### src/rtl/memwb_elastic_pipe.sv
// Elastic MEM/WB buffer: DEPTH register slices with valid/ready stall, flush and occupancy.
// Legal configurations: 1 <= DEPTH <= 4 and 2**OCC_W > DEPTH.
module memwb_elastic_pipe #(
    parameter int unsigned CTRL_W = 8,
    parameter int unsigned DATA_W = 96,
    parameter int unsigned DEPTH  = 1,
    parameter int unsigned OCC_W  = 3
) (
    input  logic              Clock,
    input  logic              Reset,
    input  logic              Flush,
    input  logic              In_Valid,
    output logic              In_Ready,
    input  logic [CTRL_W-1:0] Ctrl_In,
    input  logic [DATA_W-1:0] Data_In,
    output logic              Out_Valid,
    input  logic              Out_Ready,
    output logic [CTRL_W-1:0] Ctrl_Out,
    output logic [DATA_W-1:0] Data_Out,
    output logic [OCC_W-1:0]  Occupancy
);

    logic [DEPTH-1:0]  valid;
    logic [DEPTH-1:0]  valid_nxt;
    logic [DEPTH-1:0]  rdy;
    logic [OCC_W-1:0]  occ_nxt;
    logic [CTRL_W-1:0] ctrl_q [DEPTH];
    logic [DATA_W-1:0] data_q [DEPTH];

    // Ready ripples from the output side; an empty slice is always ready.
    always_comb begin : ready_chain
        logic chain;
        chain = Out_Ready;
        rdy   = '0;
        for (int unsigned k = 0; k < DEPTH; k++) begin
            chain              = ~valid[DEPTH-1-k] | chain;
            rdy[DEPTH-1-k]     = chain;
        end
    end

    always_comb begin
        valid_nxt = valid;
        if (rdy[0]) valid_nxt[0] = In_Valid;
        for (int unsigned k = 1; k < DEPTH; k++) begin
            if (rdy[k]) valid_nxt[k] = valid[k-1];
        end
        if (Flush) valid_nxt = '0;
    end

    always_comb begin
        occ_nxt = '0;
        for (int unsigned k = 0; k < DEPTH; k++) begin
            occ_nxt = occ_nxt + OCC_W'(valid_nxt[k]);
        end
    end

    // Flush kills entries but leaves data registers untouched.
    always_ff @(posedge Clock) begin
        if (Reset) begin
            valid     <= '0;
            Occupancy <= '0;
            for (int unsigned k = 0; k < DEPTH; k++) begin
                ctrl_q[k] <= '0;
                data_q[k] <= '0;
            end
        end else begin
            valid     <= valid_nxt;
            Occupancy <= occ_nxt;
            if (Flush) begin
                for (int unsigned k = 0; k < DEPTH; k++) begin
                    ctrl_q[k] <= '0;
                end
            end else begin
                if (rdy[0]) begin
                    ctrl_q[0] <= Ctrl_In;
                    data_q[0] <= Data_In;
                end
                for (int unsigned k = 1; k < DEPTH; k++) begin
                    if (rdy[k]) begin
                        ctrl_q[k] <= ctrl_q[k-1];
                        data_q[k] <= data_q[k-1];
                    end
                end
            end
        end
    end

    assign In_Ready  = rdy[0] & ~Flush;
    assign Out_Valid = valid[DEPTH-1];
    assign Ctrl_Out  = Out_Valid ? ctrl_q[DEPTH-1] : '0;
    assign Data_Out  = data_q[DEPTH-1];

endmodule

### config.mk
export PLATFORM = sky130hd
export DESIGN_NAME = memwb_elastic_pipe
export DESIGN_NICKNAME = d
export VERILOG_FILES = /design/src/rtl/memwb_elastic_pipe.sv
export SDC_FILE = /design/constraint.sdc
export NUM_CORES = 1
export LEC_CHECK = 0
export ABC_AREA = 1
export ABC_CLOCK_PERIOD_IN_PS = 8600
export CAP_MARGIN = 0
export CORE_ASPECT_RATIO = 0.5
export CORE_MARGIN = 8
export CORE_UTILIZATION = 45
export CTS_CLUSTER_SIZE = 25
export DETAILED_ROUTE_END_ITERATION = 10
export HOLD_SLACK_MARGIN = 0.06
export PLACE_DENSITY = 0.84
export SYNTH_ARGS = -nofsm -noshare
export SYNTH_HDL_FRONTEND = slang
export SYNTH_SLANG_ARGS = --single-unit
export TNS_END_PERCENT = 30
### constraint.sdc
create_clock -name Clock -period 8.6 [get_ports Clock]
set_input_delay 0.86 -clock Clock [delete_from_list [all_inputs] [get_ports Clock]]
set_output_delay 0.86 -clock Clock [all_outputs]
set_load 0.01 [all_outputs]
==> Word-level counts from Yosys, hierarchy flattened <==
Memory sizes are Yosys's and may differ from the RTL's.
Index checks and enable logic that the tools add are counted.
{ "word_totals": {"regBits": 3, "latchBits": 0, "ram_bits": 104, "rom_bits": 0, "input_bits": 109, "out_inout_bits": 109, "word_cells": 29, "memories": 2} }
{ "classes": {"addsub": 0, "multipliers": 0, "div": 0, "magnitude_cmp": 0, "eq_ne": 0, "shifts": 0, "muxes": 18, "bitwise": 4, "reduce_logical": 3} }
{ "memory_table": {"columns": ["name", "depth", "word_bits", "read_ports", "rd_clocked_by_memory_dff", "write_ports", "line", "text"], "rows": [
  ["data_q", 1, 96, 1, 0, 1, "28", "logic [DATA_W-1:0] data_q [DEPTH];"],
  ["ctrl_q", 1, 8, 1, 0, 1, "27", "logic [CTRL_W-1:0] ctrl_q [DEPTH];"]
]} }
{ "ops": {"columns": ["cell", "count"], "rows": [
  ["two-way mux 96 bit", 1],
  ["OR reduction 96 bit", 1],
  ["two-way mux 8 bit", 3],
  ["OR reduction 8 bit", 2],
  ["two-way mux 1 bit", 14],
  ["inverter 1 bit", 2],
  ["bitwise AND 1 bit", 1],
  ["bitwise OR 1 bit", 1]
]} }

==> Logic depth before layout (Yosys ltp) <==
Gate-level depths: netlist (run 1).
{ "depth": {"ltp_word": 8, "mapped_depth": 6, "mapped_depth_nobuf": 4} }

==> Worst setup path before layout (run 1) <==
No wires, ideal clock.
{ "synth_path": {"kind": "input to register", "from": "input port Out_Ready", "to": "memory data_q[0][0] (enable)", "setup_time_ns": 0.458, "t_arrival_ns": 3.132, "required_ns": 8.142, "slack_ns": 5.010, "cell_stages": 4, "n_path_buf": 0, "cell_sequence": "clkinv_1 > nand2_4 > nand2_1 > nand2_1"} }
{ "synth_between": {"elab_chain_len": 7} }
{ "synth_lines": {"columns": ["item", "line", "text"], "rows": [
  ["start: declaration", "17", "input logic Out_Ready,"],
  ["bitwise OR 1 bit (*)", "36", "chain = ~valid[DEPTH-1-k] | chain;"],
  ["two-way mux 1 bit (*)", "74", "if (rdy[0]) begin"],
  ["two-way mux 1 bit (*)", "69", "if (Flush) begin"],
  ["two-way mux 1 bit (*)", "59", "if (Reset) begin"],
  ["two-way mux 1 bit (implied by the code) (*)", "76", "data_q[0] <= Data_In;"],
  ["OR reduction 96 bit (no source line)", null, null],
  ["two-way mux 1 bit (no source line) (*)", null, null],
  ["end: declaration", "28", null]
]} }
Every way passes the cells marked *; elsewhere a longest branch is shown, timed or not.

==> Worst setup path in the final report (run 1) <==
{ "layout_path": {"from": "input port Out_Ready", "to": "output port In_Ready"} }
{ "layout_between": {"elab_chain_len": 2} }
{ "layout_lines": {"columns": ["item", "line", "text"], "rows": [
  ["bitwise OR 1 bit", "36", null],
  ["bitwise AND 1 bit", "88", "assign In_Ready = rdy[0] & ~Flush;"],
  ["end: declaration", "13", "output logic In_Ready,"]
]} }
No other way between the ends.

==> results of run 1 <==
[layer usage]
layer  wire, µm  up-vias  part of all wire
li1           -     1480                 -
met1       3686     1392              0.32
met2       6890       90              0.59
met3        554       29             0.048
met4        456        0             0.039
met5          0        -                 0
[flip-flops by register name (all words and copies together) (netlist names)]
| signal | cells |
|---|---|
| Out_Valid | 1 |
| ctrl_q | 8 |
| data_q | 96 |
[report_power, final]
group	leakage, nW	internal [mW]	switching (mW)
sequential	1.16	0.603	0.0106
combinational	1.76	0.115	0.0917
clock	0.133	0.224	0.169
[cell usage after synthesis (all sizes together)]
library cell  instances  area, µm²
buf                  15      193.9
clkinv                1      3.750
conb                  1      3.750
dfxtp                 1      20.02
edfxtp              104       3123
inv                 116      435.4
nand2                15      71.32
nor2                106      855.8
[worst paths after layout]
kind | to | slack (ns) | startpoint | cells past startpoint
setup / recovery | In_Ready | 5.50 | Out_Ready | 6
hold / removal | data_q[0][16]$_SDFFCE_PN0P_ | 0.94 | Out_Valid$_SDFFE_PP0P_ | 3
setup reg to reg | data_q[0][93]$_SDFFCE_PN0P_ | 6.00 | Out_Valid$_SDFFE_PP0P_ | 4
hold reg to reg | data_q[0][16]$_SDFFCE_PN0P_ | 0.94 | Out_Valid$_SDFFE_PP0P_ | 3
[cells by family after synthesis]
kind of cell,after synthesis,share of synthesized area
buffers and inverters,132,0.1345
other,1,0.0007967
flip-flops,105,0.6677
AND/OR/NAND/NOR,121,0.1970
[final cells by class]
cell class	instances	area [µm²]	area share
multi-input cells	123	950.9	0.1329
repair buffers	217	2167	0.3029
well taps	140	175.2	0.02448
inverters	117	439.2	0.06139
clock inverters	3	42.54	0.005946
flip-flops and latches	105	3143	0.4393
clock buffers	12	236.5	0.03305
[critical path, cell delays in order]
cell and delay [ns]:
clkdlybuf4s50_1 0.48, clkinv_1 0.10, nand2_4 0.09, nand2_1 0.11, inv_1 0.07, clkdlybuf4s50_1 0.52
[stage by stage]
stage / cells / hold WS, ns / cell area [µm²]
final: 717 / 0.9372 / 7154
after global routing: 717 / 1.017 / 7154
after CTS: 717 / 0.9541 / 7154
after detailed placement: 702 / 0.9378 / 6875
after global placement: 702 / 0.9186 / 6875
after floorplan: 360 / 0.8870 / 4711
==> out/qor.yml, run 1 <==
status: "completed"
numCtsBuffers: 9
nFillCells: 738
seq_area_frac_synth: 0.6677
dp_hpwl_um: 8787
wirelength_um: 11590
avgSynthCellArea_um2: 13.11
insertion_delay_ns: 0.34
grt_max_degree: 92
drc: 0
cts_sinks: 105
drtIter0Drc: 172
power_per_cell_area_nw_per_um2: 169.6
ctsLongestPathBuffers: 2
met1_usage: 0.1382
overflow: 0
grt_setup_unrepaired: "false"
numPortBuffers: 215
viasPerCell: 4.172
ios: 218
cp-start-kind: "primary input"
drive_gt1_frac: 0.1352
die_y_um: 88.32
num_rows: 26
synth_area_um2: 4707
cts_tree: "yes"
post-route-util: 0.7026
diodes: 0
p_leak_nw: 3.053
fp.coreArea_um2: 10180
fmax_mhz: 323.0
hold_viol: 0
period_minus_slack_ns: 3.096
grtUsageTotal: 0.1557
grt_pass1_wl_um: 16820
post-place-ws_ns: 5.225
end_kind: "primary output"
h-tree-depth: 3
start_util: 0.4623
use_met3: 0.03993
finClkSkew_ns: 0.008227
crit_required_ns: 7.74
postSynthCellCount: 359
busiest_layer: "met2"
layout_commonest_cell: "clkdlybuf4s50_1"
drt-pass1-iter-count: 4
setup_slack_ns: 5.504
clockRootBuffer: "clkbuf_16"
synth_cell_type_count: 13
tns_ns: 0
peakVddDrop_mv: 0.09152
fp.dieArea_um2: 14190
antenna_left: 0
period_share: 0.3601
wire_per_inst_um: 16.16
use_met2: 0.3222
place_congestion: 0.7361
layout.nets: 682
setup_viol: 0
antenna_found_initial: 0
worst_ep_arrival_time_ns: 2.24
ys_ff_latch: 105
grt_pass1_vias: 3181
post_cts_buffers: 0
layout_common_cells: "215 x clkdlybuf4s50_1, 116 x inv_1, 104 x edfxtp_1"
cts_hold_buf: 0
clkSlewWorstSetupHoldPaths_ns: 0.06
syn2layout_area_growth_pct: 51.99
die-width_um: 160.6
p_total_mw: 1.213
num_vias: 2991
crit_path_max_fanout: 2
yosys_warnings: 0
worst_pin_slew_ns: 1.154
final_max_slew_viol_count: 0
maxCapViolCount: 0
slew_headroom: 0.2307
critPathKind: "primary input to primary output"
ctsResizeCount: 0
hp-class: "register to register"
Note: power is estimated with default switching activity, not from simulation.
==> inputs of run 2 (changes only) <==
--- a/config.mk
+++ b/config.mk
@@ -6,15 +6,15 @@
 export NUM_CORES = 1
 export LEC_CHECK = 0
 export ABC_AREA = 1
-export ABC_CLOCK_PERIOD_IN_PS = 8600
+export ABC_CLOCK_PERIOD_IN_PS = 3200
 export CAP_MARGIN = 0
 export CORE_ASPECT_RATIO = 0.5
 export CORE_MARGIN = 8
-export CORE_UTILIZATION = 45
+export CORE_UTILIZATION = 42
 export CTS_CLUSTER_SIZE = 25
 export DETAILED_ROUTE_END_ITERATION = 10
 export HOLD_SLACK_MARGIN = 0.06
-export PLACE_DENSITY = 0.84
+export PLACE_DENSITY = 0.79
 export SYNTH_ARGS = -nofsm -noshare
 export SYNTH_HDL_FRONTEND = slang
 export SYNTH_SLANG_ARGS = --single-unit
==> constraint.sdc (replaced) <==
create_clock -name Clock -period 3.2 [get_ports Clock]
set_input_delay 0.32 -clock Clock [delete_from_list [all_inputs] [get_ports Clock]]
set_output_delay 0.32 -clock Clock [all_outputs]
set_load 0.01 [all_outputs]
==> out/qor.yml, run 2 (synthesis results as in run 1) <==
clockRootBuffer: "clkbuf_16"  # unchanged
end_kind: "primary output"  # unchanged
slew_headroom: 0.5778  # was 0.2307
hp-start: "In_Valid"  # was Out_Valid$_SDFFE_PP0P_
cts_tree: "yes"  # unchanged
start_util: 0.4300  # was 0.4623
pwr-share-clk: 0.340  # was 0.324
h-tree-depth: 3  # unchanged
numCtsBuffers: 9  # unchanged
cts_sinks: 105  # unchanged
layout_common_cells: "215 x clkdlybuf4s50_1, 116 x inv_1, 104 x edfxtp_1"  # unchanged
intPower_mw: 2.617  # was 941.8 µW
insertion_delay_ns: 0.34  # about the same
worst_pin_slew_ns: 0.6334  # was 1.154 ns
antenna_found_initial: 0  # unchanged
drive_gt1_frac: 0.1407  # was 0.1352
status: "completed"  # unchanged
path_buf_inv: 4  # unchanged
peakVddDrop_mv: 0.2416  # was 0.09152 mV
grt_setup_unrepaired: "false"  # unchanged
period_minus_slack_ns: 2.060
finClkSkew_ns: 0.004840  # was 0.008227 ns
rrSetupSlack_ns: 1.34  # was 6.00 ns
diodes: 0  # unchanged
power_per_cell_area_nw_per_um2: 461.5  # was 169.6 nW/µm²
drtIter0Drc: 139  # was 172
post_cts_buffers: 0  # unchanged
p_comb_frac: 0.168  # was 0.170
syn2layout_area_growth_pct: 54.25  # was 51.99%
dp_hpwl_um: 9269  # was 8787 µm
final_max_slew_viol_count: 0  # unchanged
r2r-start: "Out_Valid$_SDFFE_PP0P_"  # unchanged
crit_chain: "clkdlybuf4s50_1 -> clkinv_1 -> nand2_4 -> nand2_1 -> inv_1 -> clkdlybuf4s50_1"  # unchanged
cpMostUsedCell: "clkdlybuf4s50_1"  # unchanged
die_y_um: 90.86  # was 88.32 µm
cpPeakStageDelay_ns: 0.56  # was 0.52 ns
layout_commonest_cell: "clkdlybuf4s50_1"  # unchanged
crit_path_max_fanout: 2  # unchanged
grt_pass1_vias: 3348  # was 3181
fmax_mhz: 485.5
hold_viol: 0  # unchanged
p_seq_frac: 0.492  # was 0.506
setup_slack_ns: 1.140  # was 5.504 ns
antenna_left: 0  # unchanged
num_rows: 27  # was 26
swShare: 0.2190  # was 0.2236
hold_depth: 3  # unchanged
power_switching_uw: 733.6  # was 271.3 µW
ios: 218  # unchanged
drc: 0  # unchanged
layout.nets: 687  # was 682
tns_ns: 0  # unchanged
ctsResizeCount: 0  # unchanged
slowest_stage: "clkdlybuf4s50_1"  # unchanged
crit_cells: 6  # unchanged
hp-class: "primary input to register"  # was register to register
largest_reg_flops: 96  # unchanged
clkSlewWorstSetupHoldPaths_ns: 0.06  # about the same
num_vias: 3045  # was 2991
period_share: 0.6436
critPathKind: "primary input to primary output"  # unchanged
reg2reg_to: "data_q[0][54]$_SDFFCE_PN0P_"  # was data_q[0][93]$_SDFFCE_PN0P_
cpLargestDelayFamily: "buffers and inverters"  # unchanged
grt_max_degree: 47  # was 92
cp-start-kind: "primary input"  # unchanged
worst_ep_arrival_time_ns: 1.74  # was 2.24 ns
postPlaceCellArea_um2: 6957  # was 6875 µm²
setup_viol: 0  # unchanged
ctsLongestPathBuffers: 2  # unchanged
overflow: 0  # unchanged
crit_required_ns: 2.88  # was 7.74 ns
p_leak_nw: 3.105  # was 3.053 nW
drt-pass1-iter-count: 4  # unchanged
viasPerCell: 4.183  # was 4.172
fp.dieArea_um2: 15060  # was 14190 µm²
stdcell_area_um2: 7261  # was 7154 µm²
hold-path-endpoint: "Out_Valid$_SDFFE_PP0P_"  # was data_q[0][16]$_SDFFCE_PN0P_
maxCapViolCount: 0  # unchanged
post-place-ws_ns: 0.9944  # was 5.225 ns
wire_per_inst_um: 16.02  # was 16.16 µm
top_register: "data_q"  # unchanged
numPortBuffers: 215  # unchanged
grt_pass1_wl_um: 18070  # was 16820 µm
wirelength_um: 11660  # was 11590 µm
grtUsageTotal: 0.1538  # was 0.1557
hold_ws_ns: 0.5651  # was 0.9372 ns
reg2reg_depth: 4  # unchanged
cts_hold_buf: 0  # unchanged
fp.coreArea_um2: 10950  # was 10180 µm²
die-width_um: 165.7  # was 160.6 µm
place_congestion: 0.7230  # was 0.7361
run 2: cell count changes in the layout (fill, tap and decap cells not counted):
cell	before	now
buf_12	0	3
buf_4	2	4
clkinv_1	1	3
bufinv_16	1	2
clkinv_2	1	0
clkinvlp_4	1	0
run 2: tightest hold or removal path: stages:
cell	delay (ns)
clkdlybuf4s50_1	0.41
nand2_1	0.08
nand2_1	0.05
run 2: worst max-delay path by stage:
| stage | to | startpoint | slack [ns] |
|---|---|---|---|
| after detailed placement | data_q[0][66]$_SDFFCE_PN0P_ | Out_Ready | 0.99 |
| after CTS | In_Ready | Out_Valid$_SDFFE_PP0P_ | 1.10 |
| final | In_Ready | Out_Ready | 1.14 |
| after floorplan | data_q[0][0]$_SDFFCE_PN0P_ | Out_Valid$_SDFFE_PP0P_ | 0.06 |
| after global routing | In_Ready | Out_Valid$_SDFFE_PP0P_ | 1.03 |
| after global placement | data_q[0][53]$_SDFFCE_PN0P_ | Out_Ready | 1.02 |
run 2: power by group through the flow:
stage	sequential (mW)	clock (mW)	combinational, mW
6_report	1.65	1.14	0.564
3_3_place_gp	1.67	0	0.563
3_5_place_dp	1.68	0	0.572
2_1_floorplan	1.73	0	0.173
5_1_grt	1.66	1.21	0.600
4_1_cts	1.65	1.16	0.575
run 2: through the flow:
stage / power [mW] / utilization / instances
floorplan: 1.906 / - / 360
global placement: 2.236 / 0.6356 / 712
detailed placement: 2.250 / 0.6356 / 712
CTS: 3.384 / 0.6634 / 728
global route: 3.467 / 0.6634 / 728
finish: 3.351 / 0.6634 / 728
run 2: final cells by class:
| type | count | area (µm²) |
|---|---|---|
| clock buffer | 12 | 236.5 |
| timing repair buffer | 222 | 2242 |
| clock inverter | 4 | 67.56 |
| fill | 841 | 3685 |
| inverter | 117 | 439.2 |
| multi-input combinational | 123 | 950.9 |
| tap | 145 | 181.4 |
| sequential | 105 | 3143 |
run 2: metal layers:
layer,routed length (µm),part of all wire,global-route usage,vias up
met1,3821,0.33,0.1409,1437
li1,-,-,-,1493
met5,0,0,0,-
met4,415,0.036,0.06632,0
met2,6981,0.60,0.3126,88
met3,442,0.038,0.04083,27
==> RTL change (flow settings as in run 1) <==
The parameter `CTRL_W` goes from 8 to 6.
--- a/src/rtl/memwb_elastic_pipe.sv
+++ b/src/rtl/memwb_elastic_pipe.sv
@@ -1,7 +1,7 @@
 // Elastic MEM/WB buffer: DEPTH register slices with valid/ready stall, flush and occupancy.
 // Legal configurations: 1 <= DEPTH <= 4 and 2**OCC_W > DEPTH.
 module memwb_elastic_pipe #(
-    parameter int unsigned CTRL_W = 8,
+    parameter int unsigned CTRL_W = 6,
     parameter int unsigned DATA_W = 96,
     parameter int unsigned DEPTH  = 1,
     parameter int unsigned OCC_W  = 3
Interface: changed (resized Ctrl_In and Ctrl_Out); port bits go from 218 to 214. No check against the original RTL was run, so the function may have changed too.
==> RTL change against run 1 <==
Area after synthesis is 1.9% higher. Sequential cell count is 2 lower. Clock skew is 0.00084 ns higher. Power is 3.6% lower. Design area is 0.19% lower. First-iteration DRC count is 20% lower. Combinational power is 3% higher. Hold slack worse by 0.026 ns. Clock power is 9.4% lower. Core utilization is 0.80 points lower. Setup slack worse by 0.12 ns. Routed wire length is 0.49% lower.
==> RTL change: results (changes against run 1) <==
Global route
  – Gr usage total: 15.8% (+0.19 points)
  – Number of global-route vias before repair: 3189 (+0.25%)
  – Largest net degree at the start of global routing: 65 (-29%)
  – Global-route wire length before repair: 17100 um (+1.9%)

Yosys
  – Number of synthesized flops with an enable pin: 102 (-1.9%)
  – Sequential share of the synthesized area: 64.3% (-2.5 points)
  – Synth area leaders: edfxtp_1 64%, nor2_4 19%, inv_1 8.8%
  – Asr flop ratio synth: 0% (unchanged)
  – Adder-cell area share of the yosys netlist: 0% (unchanged)
  – Post-synth top flop: edfxtp_1
  – Avg Cell Area, Syn: 13.7 um2 (+4.8%)
  – Synth top cells by count: 112 x inv_1, 102 x edfxtp_1, 81 x nor2_4
  – Xor/xnor cell area share of the yosys netlist: 0% (unchanged)

Setup path
  – RR Endpoint: data_q[0][6]
  – R2R Setup Slk: 5.85 ns (-0.15 ns)
  – CP Class: in -> reg
  – Arrival time at the worst endpoint: 3.26 ns (+1.02 ns)
  – Worst Path Max Fanout: 55 (+53)
  – Largest stage delay on the critical path: 1.00 ns (+0.48 ns)
  – Crit-path leading delay family: buffers and inverters
  – CP startpoint: Reset
  – Slowest-stage cell, CP: buf_4

Place
  – Cell total after placement: 688 (-2.0%)
  – Pre-CTS setup slack: 5.07 ns (-0.158 ns)
  – Placed Area: 0.00690 mm2 (+0.29%)
  – RD Place Congestion: 0.738 (+0.30%)
  – I/O Buffers: 211 (-1.9%)
  – Hpwl dp: 9020 um (+2.6%)

Min path
  – Hold Crit Endpoint: Out_Valid
  – WHS Path Cells: 4 (+1)

Finish
  – Area Growth Syn to Fin: 48.9%
  – Fillers: 719 (-2.6%)
  – Finished Layout Cells: 702 (-2.1%)
  – Largest Register: data_q
  – Nets: 666 (-2.3%)
  – FF+latch area: 0.00308 mm2 (-1.9%)
  – Share of layout cells above drive strength 1: 17.3% (+3.7 points)

Power and ir drop
  – Int Pwr: 0.899 mW (-4.6%)
  – Peak VDD IR: 0.0858 mV (-6.3%)
  – Leak Pwr: 2.98 nW (-2.6%)

STA
  – Hold_ws: 0.911 ns (-0.0259 ns)
  – Clock Skew: 0.00906 ns (+0.000837 ns)
  – Max Fclk: 0.311 GHz (-3.6%)
  – Slew HR: 24.9% (+1.8 points)

CTS
  – Longest Clk Path Bufs: 2 (unchanged)
  – Post-CTS Resized: 0 (unchanged)

Detailed routing
  – Via count: 2900 (-3.0%)
  – DR iter-0 viols: 137 (-20%)
  – WL final: 11500 um (-0.49%)

Run status
  – Status: finished, final reports clean
-- RTL change: layout make-up --
type / instances / area share [%]
flip-flops and latches: 103 / 43.2
multi-input cells: 119 / 15.2
repair buffers: 213 / 29.8
clock buffers: 11 / 3.26
well taps: 140 / 2.45
clock inverters: 3 / 0.175
inverters: 113 / 5.94
-- RTL change: layer usage --
layer	vias to the layer above	global-route usage (%)	part of all wire [%]
met3	18	4.04	4.5
met1	1360	14.5	33
met5	-	0	0
met2	79	33.4	60
li1	1443	-	-
met4	0	5.59	2.2
-- RTL change: power by group through the flow --
| stage | registers, mW | clock network (mW) | logic, mW |
|---|---|---|---|
| after floorplan | 0.633 | 0 | 0.0729 |
| after global placement | 0.611 | 0 | 0.211 |
| after detailed placement | 0.613 | 0 | 0.215 |
| after CTS | 0.602 | 0.362 | 0.215 |
| after global routing | 0.605 | 0.382 | 0.225 |
| final | 0.601 | 0.356 | 0.212 |
